===== src/rtl/ap_ctrl_perf_pkg.sv =====
// Shared types for the ap_ctrl performance monitor: channel FSM states,
// readback selector encodings and the record layout for the default build.
package ap_ctrl_perf_pkg;

  typedef enum logic [1:0] {
    ST_IDLE      = 2'd0,
    ST_BUSY      = 2'd1,
    ST_WAIT_CONT = 2'd2
  } ch_state_e;

  typedef enum logic [1:0] {
    SEL_TXN_CNT   = 2'd0,
    SEL_MAX_LAT   = 2'd1,
    SEL_BUSY_CNT  = 2'd2,
    SEL_STALL_CNT = 2'd3
  } rd_sel_e;

  localparam int DEF_CH_W  = 2;
  localparam int DEF_CNT_W = 32;

  // Record as seen on rec_data with N_CH=4, CNT_W=32; MSB first.
  typedef struct packed {
    logic [DEF_CH_W-1:0]  ch;
    logic [DEF_CNT_W-1:0] start_ts;
    logic [DEF_CNT_W-1:0] lat;
  } perf_rec_t;

  function automatic int ch_width(input int n);
    return (n > 1) ? $clog2(n) : 1;
  endfunction

endpackage


===== src/rtl/ap_ctrl_perf_chan.sv =====
// One monitored ap_ctrl channel: IDLE/BUSY/WAIT_CONT tracker, saturating
// statistics and a single pending-record slot emptied by the top's arbiter.
module ap_ctrl_perf_chan
  import ap_ctrl_perf_pkg::*;
#(
  parameter int CNT_W = 32
) (
  input  logic             clock,
  input  logic             reset,
  input  logic             frozen,
  input  logic             ap_start,
  input  logic             ap_done,
  input  logic             ap_continue,
  input  logic [CNT_W-1:0] ts,
  input  logic             slot_clr,
  output logic             slot_vld,
  output logic [CNT_W-1:0] slot_start_ts,
  output logic [CNT_W-1:0] slot_lat,
  output logic [CNT_W-1:0] txn_cnt,
  output logic [CNT_W-1:0] max_lat,
  output logic [CNT_W-1:0] busy_cnt,
  output logic [CNT_W-1:0] stall_cnt,
  output logic             drop
);

  ch_state_e        state_q, state_d;
  logic [CNT_W-1:0] start_ts_q, start_ts_d;
  logic [CNT_W-1:0] txn_cnt_q, txn_cnt_d;
  logic [CNT_W-1:0] max_lat_q, max_lat_d;
  logic [CNT_W-1:0] busy_cnt_q, busy_cnt_d;
  logic [CNT_W-1:0] stall_cnt_q, stall_cnt_d;
  logic             slot_vld_q, slot_vld_d;
  logic [CNT_W-1:0] slot_start_ts_q, slot_start_ts_d;
  logic [CNT_W-1:0] slot_lat_q, slot_lat_d;
  logic             done_evt;
  logic [CNT_W-1:0] evt_start_ts, evt_lat;

  function automatic logic [CNT_W-1:0] sat_inc(input logic [CNT_W-1:0] v);
    return (&v) ? v : v + CNT_W'(1);
  endfunction

  always_comb begin
    state_d         = state_q;
    start_ts_d      = start_ts_q;
    txn_cnt_d       = txn_cnt_q;
    max_lat_d       = max_lat_q;
    busy_cnt_d      = busy_cnt_q;
    stall_cnt_d     = stall_cnt_q;
    slot_vld_d      = slot_vld_q & ~slot_clr;
    slot_start_ts_d = slot_start_ts_q;
    slot_lat_d      = slot_lat_q;
    done_evt        = 1'b0;
    evt_start_ts    = start_ts_q;
    evt_lat         = '0;
    drop            = 1'b0;

    if (!frozen) begin
      case (state_q)
        ST_IDLE: begin
          if (ap_start && ap_done) begin
            done_evt     = 1'b1;
            evt_start_ts = ts;
            state_d      = ap_continue ? ST_IDLE : ST_WAIT_CONT;
          end else if (ap_start) begin
            state_d    = ST_BUSY;
            start_ts_d = ts;
          end
        end
        ST_BUSY: begin
          busy_cnt_d = sat_inc(busy_cnt_q);
          if (ap_done) begin
            done_evt = 1'b1;
            evt_lat  = ts - start_ts_q;
            state_d  = ap_continue ? ST_IDLE : ST_WAIT_CONT;
          end
        end
        ST_WAIT_CONT: begin
          stall_cnt_d = sat_inc(stall_cnt_q);
          if (ap_continue) state_d = ST_IDLE;
        end
        default: state_d = ST_IDLE;
      endcase

      if (done_evt) begin
        txn_cnt_d = sat_inc(txn_cnt_q);
        if (evt_lat > max_lat_q) max_lat_d = evt_lat;
        // A slot leaving this cycle can take the new record; otherwise it is lost.
        if (slot_vld_q && !slot_clr) begin
          drop = 1'b1;
        end else begin
          slot_vld_d      = 1'b1;
          slot_start_ts_d = evt_start_ts;
          slot_lat_d      = evt_lat;
        end
      end
    end
  end

  always_ff @(posedge clock) begin
    if (reset) begin
      state_q         <= ST_IDLE;
      start_ts_q      <= '0;
      txn_cnt_q       <= '0;
      max_lat_q       <= '0;
      busy_cnt_q      <= '0;
      stall_cnt_q     <= '0;
      slot_vld_q      <= 1'b0;
      slot_start_ts_q <= '0;
      slot_lat_q      <= '0;
    end else begin
      state_q         <= state_d;
      start_ts_q      <= start_ts_d;
      txn_cnt_q       <= txn_cnt_d;
      max_lat_q       <= max_lat_d;
      busy_cnt_q      <= busy_cnt_d;
      stall_cnt_q     <= stall_cnt_d;
      slot_vld_q      <= slot_vld_d;
      slot_start_ts_q <= slot_start_ts_d;
      slot_lat_q      <= slot_lat_d;
    end
  end

  assign slot_vld      = slot_vld_q;
  assign slot_start_ts = slot_start_ts_q;
  assign slot_lat      = slot_lat_q;
  assign txn_cnt       = txn_cnt_q;
  assign max_lat       = max_lat_q;
  assign busy_cnt      = busy_cnt_q;
  assign stall_cnt     = stall_cnt_q;

endmodule


===== src/rtl/ap_ctrl_perf_fifo.sv =====
// Generic first-word-fall-through FIFO; pop_dat valid whenever !empty.
// Push while full is accepted only when a pop happens in the same cycle.
module ap_ctrl_perf_fifo #(
  parameter int W     = 8,
  parameter int DEPTH = 16
) (
  input  logic         clock,
  input  logic         reset,
  input  logic         push,
  input  logic [W-1:0] push_dat,
  input  logic         pop,
  output logic [W-1:0] pop_dat,
  output logic         empty,
  output logic         full
);

  localparam int AW = $clog2(DEPTH);

  logic [W-1:0] mem_q [DEPTH];
  logic [AW:0]  wr_ptr_q, wr_ptr_d;
  logic [AW:0]  rd_ptr_q, rd_ptr_d;
  logic         do_push, do_pop;

  always_comb begin
    empty    = (wr_ptr_q == rd_ptr_q);
    full     = (wr_ptr_q[AW] != rd_ptr_q[AW]) && (wr_ptr_q[AW-1:0] == rd_ptr_q[AW-1:0]);
    do_pop   = pop && !empty;
    do_push  = push && (!full || do_pop);
    wr_ptr_d = wr_ptr_q + {{AW{1'b0}}, do_push};
    rd_ptr_d = rd_ptr_q + {{AW{1'b0}}, do_pop};
    pop_dat  = mem_q[rd_ptr_q[AW-1:0]];
  end

  always_ff @(posedge clock) begin
    if (reset) begin
      wr_ptr_q <= '0;
      rd_ptr_q <= '0;
    end else begin
      wr_ptr_q <= wr_ptr_d;
      rd_ptr_q <= rd_ptr_d;
    end
  end

  always_ff @(posedge clock) begin
    if (do_push) mem_q[wr_ptr_q[AW-1:0]] <= push_dat;
  end

endmodule


===== src/rtl/ap_ctrl_perf_monitor.sv =====
// Multi-channel ap_ctrl performance monitor: completion records reach rec_valid
// 2 cycles after ap_done (slot -> round-robin -> FWFT FIFO); rec_ready backpressures.
module ap_ctrl_perf_monitor
  import ap_ctrl_perf_pkg::*;
#(
  parameter int N_CH       = 4,
  parameter int CNT_W      = 32,
  parameter int FIFO_DEPTH = 16,
  localparam int CH_W      = ch_width(N_CH),
  localparam int REC_W     = CH_W + 2 * CNT_W
) (
  input  logic             clock,
  input  logic             reset,
  input  logic             finish,
  input  logic [N_CH-1:0]  ap_start,
  input  logic [N_CH-1:0]  ap_done,
  input  logic [N_CH-1:0]  ap_continue,
  output logic             rec_valid,
  input  logic             rec_ready,
  output logic [REC_W-1:0] rec_data,
  input  logic [CH_W-1:0]  rd_ch,
  input  logic [1:0]       rd_sel,
  output logic [CNT_W-1:0] rd_data,
  output logic             ovf,
  output logic             frozen
);

  logic [CNT_W-1:0] ts_q, ts_d;
  logic             frozen_q, frozen_d;
  logic             ovf_q, ovf_d;
  logic [CNT_W-1:0] rd_data_q, rd_data_d;
  logic [CH_W-1:0]  rr_ptr_q, rr_ptr_d;

  logic [N_CH-1:0]  slot_vld, slot_clr, drop;
  logic [CNT_W-1:0] slot_start_ts [N_CH];
  logic [CNT_W-1:0] slot_lat      [N_CH];
  logic [CNT_W-1:0] txn_cnt       [N_CH];
  logic [CNT_W-1:0] max_lat       [N_CH];
  logic [CNT_W-1:0] busy_cnt      [N_CH];
  logic [CNT_W-1:0] stall_cnt     [N_CH];

  logic             gnt_vld;
  logic [CH_W-1:0]  gnt_idx, arb_idx;
  logic             fifo_push, fifo_pop, fifo_empty, fifo_full;
  logic [REC_W-1:0] push_rec;

  for (genvar i = 0; i < N_CH; i++) begin : g_ch
    ap_ctrl_perf_chan #(.CNT_W(CNT_W)) u_chan (
      .clock         (clock),
      .reset         (reset),
      .frozen        (frozen_q),
      .ap_start      (ap_start[i]),
      .ap_done       (ap_done[i]),
      .ap_continue   (ap_continue[i]),
      .ts            (ts_q),
      .slot_clr      (slot_clr[i]),
      .slot_vld      (slot_vld[i]),
      .slot_start_ts (slot_start_ts[i]),
      .slot_lat      (slot_lat[i]),
      .txn_cnt       (txn_cnt[i]),
      .max_lat       (max_lat[i]),
      .busy_cnt      (busy_cnt[i]),
      .stall_cnt     (stall_cnt[i]),
      .drop          (drop[i])
    );
  end

  // Round-robin search starting at rr_ptr_q; pointer moves past the winner.
  always_comb begin
    gnt_vld = 1'b0;
    gnt_idx = '0;
    arb_idx = '0;
    for (int k = 0; k < N_CH; k++) begin
      arb_idx = CH_W'((int'(rr_ptr_q) + k) % N_CH);
      if (!gnt_vld && slot_vld[arb_idx]) begin
        gnt_vld = 1'b1;
        gnt_idx = arb_idx;
      end
    end
    rec_valid = ~fifo_empty;
    fifo_pop  = rec_valid && rec_ready;
    fifo_push = gnt_vld && (!fifo_full || fifo_pop);
    slot_clr  = '0;
    if (fifo_push) slot_clr[gnt_idx] = 1'b1;
    rr_ptr_d  = fifo_push ? CH_W'((int'(gnt_idx) + 1) % N_CH) : rr_ptr_q;
    push_rec  = {gnt_idx, slot_start_ts[gnt_idx], slot_lat[gnt_idx]};
  end

  always_comb begin
    ts_d      = ts_q + CNT_W'(1);
    frozen_d  = frozen_q | finish;
    ovf_d     = ovf_q | (|drop);
    rd_data_d = '0;
    if (int'(rd_ch) < N_CH) begin
      case (rd_sel_e'(rd_sel))
        SEL_TXN_CNT:   rd_data_d = txn_cnt[rd_ch];
        SEL_MAX_LAT:   rd_data_d = max_lat[rd_ch];
        SEL_BUSY_CNT:  rd_data_d = busy_cnt[rd_ch];
        SEL_STALL_CNT: rd_data_d = stall_cnt[rd_ch];
        default:       rd_data_d = '0;
      endcase
    end
  end

  always_ff @(posedge clock) begin
    if (reset) begin
      ts_q      <= '0;
      frozen_q  <= 1'b0;
      ovf_q     <= 1'b0;
      rd_data_q <= '0;
      rr_ptr_q  <= '0;
    end else begin
      ts_q      <= ts_d;
      frozen_q  <= frozen_d;
      ovf_q     <= ovf_d;
      rd_data_q <= rd_data_d;
      rr_ptr_q  <= rr_ptr_d;
    end
  end

  ap_ctrl_perf_fifo #(.W(REC_W), .DEPTH(FIFO_DEPTH)) u_fifo (
    .clock    (clock),
    .reset    (reset),
    .push     (fifo_push),
    .push_dat (push_rec),
    .pop      (fifo_pop),
    .pop_dat  (rec_data),
    .empty    (fifo_empty),
    .full     (fifo_full)
  );

  assign rd_data = rd_data_q;
  assign ovf     = ovf_q;
  assign frozen  = frozen_q;

endmodule


===== config.mk =====
export PLATFORM = sky130hd
export DESIGN_NAME = ap_ctrl_perf_monitor
export DESIGN_NICKNAME = d
export VERILOG_FILES = /design/src/rtl/ap_ctrl_perf_pkg.sv /design/src/rtl/ap_ctrl_perf_chan.sv /design/src/rtl/ap_ctrl_perf_fifo.sv /design/src/rtl/ap_ctrl_perf_monitor.sv
export SDC_FILE = /design/constraint.sdc
export NUM_CORES = 2
export LEC_CHECK = 0
export ABC_CLOCK_PERIOD_IN_PS = 8600
export CORE_MARGIN = 8
export CORE_UTILIZATION = 40
export DETAILED_ROUTE_END_ITERATION = 7
export PLACE_DENSITY = 0.56
export SETUP_SLACK_MARGIN = 0.1
export SLEW_MARGIN = 10
export SYNTH_ARGS = -nofsm -noshare
export SYNTH_HDL_FRONTEND = slang
export SYNTH_SLANG_ARGS = --single-unit

===== constraint.sdc =====
create_clock -name clock -period 8.6 [get_ports clock]
set_input_delay 1.29 -clock clock [delete_from_list [all_inputs] [get_ports clock]]
set_output_delay 1.29 -clock clock [all_outputs]
set_load 0.005 [all_outputs]

==> impl_metrics.toml <==
[setup_path]
cp_max_fo = 27
start_kind = "register"
worst_ep_required_time_ps = 9300
cp_top_family = "compound AO/OA/AOI/OAI gates"
cp_cell_sequence = "inv_1 > ha_1 > inv_1 > fa_1 > a211oi_1 > o211ai_1 > a32oi_1 > a31oi_1 > a21oi_1 > o21ai_0 > xnor2_1 > nor2_1 > ha_1 > nand4_1 > or3_1 > nor2_1 > inv_1 > a211o_1 > nor2_4 > buf_4 > mux2i_1 > nor2_1"
critPathBufInv = 4
critPathKind = "register to register"
cp-end-kind = "register"
cp_slowest_cell = "a32oi_1"
slowest_delay_ps = 710
worstPathArrival_ps = 7780

[clocking]
htreeDepth = 4
post_cts_buffers = 0
holdBufCountCts = 0
max-clock-path-buffers = 3
cts_resized = 0
insertion_delay_ps = 900
cts_tree = "done"
ctsRootBufferMaster = "clkbuf_16"
path_clk_slew_ps = 60
numCtsBuffers = 215
cts.sinks = 2042

[logic_synthesis]
yosys.cell_types.count = 92
synth_flop_cell = "edfxtp_1"
yosysTopAreaCellShare_pct = 33.4
synth_edf_count = 1056
async_reset_ff_share_pct = 0
yosys_warnings = 0
synth-seq-area-share_pct = 54.2
synth_top_family_by_area = "multiplexers"
syn_avg_cell_area_um2 = 11.5
synthMuxAreaShare_pct = 13.7
synthCells = 8253
syn_area_um2 = 94900
synth_nets = 8550
synthXorXnorAreaFrac_pct = 4.27
synth-simple-area-share_pct = 13.4
synthAdderAreaFrac_pct = 3.68
synth_area_leader_cell = "edfxtp_1"
netlist_top_cells_area = "edfxtp_1 (33%), dfxtp_1 (21%), mux4_2 (12%)"
ys_ff_latch = 2042
synth_compound_area_share_pct = 7.50

[global_route]
antenna_found_initial = 13
grt.overflow.total = 0
grt_pass1_vias = 63700
track_usage_pct = 22.1
grt_pass1_wl_mm = 423
grt_max_degree = 194

[run_status]
status = "finished clean"

[sta]
tightestPinTransition_ps = 1300
slew_headroom_pct = 13.7
period_minus_slack_ps = 7080
rsz0062_at_grt = "false"
setup_violations = 0
tns_ps = 0
finalHoldViolCount = 0
slew_viol_final = 0
finClkSkew_ps = 81.6
fmax_ghz = 0.141
min_period_over_period_pct = 82.4

[finish]
final_common_cell = "edfxtp_1"
layout_common_cells = "edfxtp_1 (1056), nand2_1 (1033), dfxtp_1 (982)"
nNetsFinal = 8584
drive_gt1_share_pct = 12.7
fill_cells = 21800
syn_to_final_growth_pct = 13.0

[routing]
post-route-drc-count = 0
routed_wl_mm = 288
routed_via_density = 5.63
wire_per_inst_um = 24.7
num_vias = 65600
first_pass_iters = 6
drtAntennaViolNets = 0
drtIter0Drc = 6187

[floorplan]
die_h_um = 503
start_util_pct = 40.0
pin_count = 121
die_x_um = 503
die_area_um2 = 253000
coreArea_um2 = 237000
rows = 179

[pwr]
peakVddDrop_mv = 0.229
total_power_mw = 24.6
p_leak_nw = 36.2
powerDensity_nw_per_um2 = 229

[placed_design]
portBuffers = 120
dp_hpwl_mm = 192
globalplace.congestion = 0.928

[flow_run]
drv_cap = 0

[worst_hold_path]
hold_path.class = "register to register"
[final timing paths]
| kind | endpoint | startpoint | cells after the start | slack, ps |
|---|---|---|---|---|
| hold reg to reg | g_ch[0].u_chan.slot_lat[11] | g_ch[0].u_chan.slot_lat[11] | 2 | 450 |
| hold / removal | g_ch[0].u_chan.slot_lat[11] | g_ch[0].u_chan.slot_lat[11] | 2 | 450 |
| setup reg to reg | g_ch[2].u_chan.max_lat[7] | ts_q[0] | 22 | 1520 |
| setup / recovery | g_ch[2].u_chan.max_lat[7] | ts_q[0] | 22 | 1520 |
[logic make-up (layout without fill, tap and decap cells)]
family                     count (synthesis)  in the layout
AOI/OAI and AO/OA                       1166           1166
xor gates and xnor gates                 463            463
adders and majority gates                277            277
buffers and inverters                    813           1032
DFF                                     2042           2042
muxes                                    683            683
other                                      0              9
and+or+nand+nor                         2809           2809
[layer usage]
layer	share of wire [%]	routed length, um	track usage [%]	up-vias
met4	3.4	9740	7.24	2
met2	45	130000	34.9	2061
met5	0.011	33	0	-
met1	45	130000	31.5	33100
met3	6.3	18200	3.42	421
li1	-	-	-	30000
[area by class of cell]
type                    count  area, um2  area share (%)
flip-flops and latches   2042      51500            48.0
multi-input cells        5398      40700            37.9
clock buffers             296       5980            5.57
well taps                3167       3960            3.69
repair buffers            279       2510            2.34
inverters                 351       1320            1.23
clock inverters           106       1300            1.21
diodes                      9       22.5          0.0210
[state kept, by name, indices dropped and copies added (netlist names), 8 cells and up]
name                       flops
rd_data                       32
u_fifo.mem_q                1056
g_ch.u_chan.busy_cnt         128
g_ch.u_chan.slot_start_ts    128
g_ch.u_chan.state_q            8
g_ch.u_chan.stall_cnt        128
ts_q                          32
g_ch.u_chan.max_lat          128
g_ch.u_chan.start_ts_q       128
g_ch.u_chan.slot_lat         128
g_ch.u_chan.txn_cnt          128
[metrics by stage]
stage          util (%)  cells  setup slack (ps)  area, um2  hold slack, ps
6_report           45.3  11600              1520     107000             453
2_1_floorplan         -   8253              1580      94900             437
3_3_place_gp       42.1  11200              1820      99900             441
3_5_place_dp       42.1  11200              1780      99900             447
4_1_cts            45.2  11600              1760     107000             455
5_1_grt            45.3  11600              1240     107000             468
[synth_stat cells, drive strengths merged (80+ instances only)]
cell    instances
nand2        1037
and3          135
xnor2         176
inv           350
o21ai         147
nand3         224
xor2          287
a211oi        157
edfxtp       1056
a31oi          80
clkbuf        384
nor2          874
mux4          490
a21oi         526
ha            273
a21o           92
nand4         124
dfxtp         986
mux2i         193
[where the power goes]
| part | leakage, nW | internal (mW) | switching [mW] |
|---|---|---|---|
| sequential | 17.7 | 10.8 | 0.168 |
| clock | 3.54 | 5.45 | 4.04 |
| combinational | 14.9 | 1.81 | 2.33 |
[worst min-delay path, cell delays in order (launching register included)]
cell and delay (ps):
dfxtp_1 310, nand2_1 50, a21oi_1 50
Note: power is estimated with default switching activity, not from simulation.
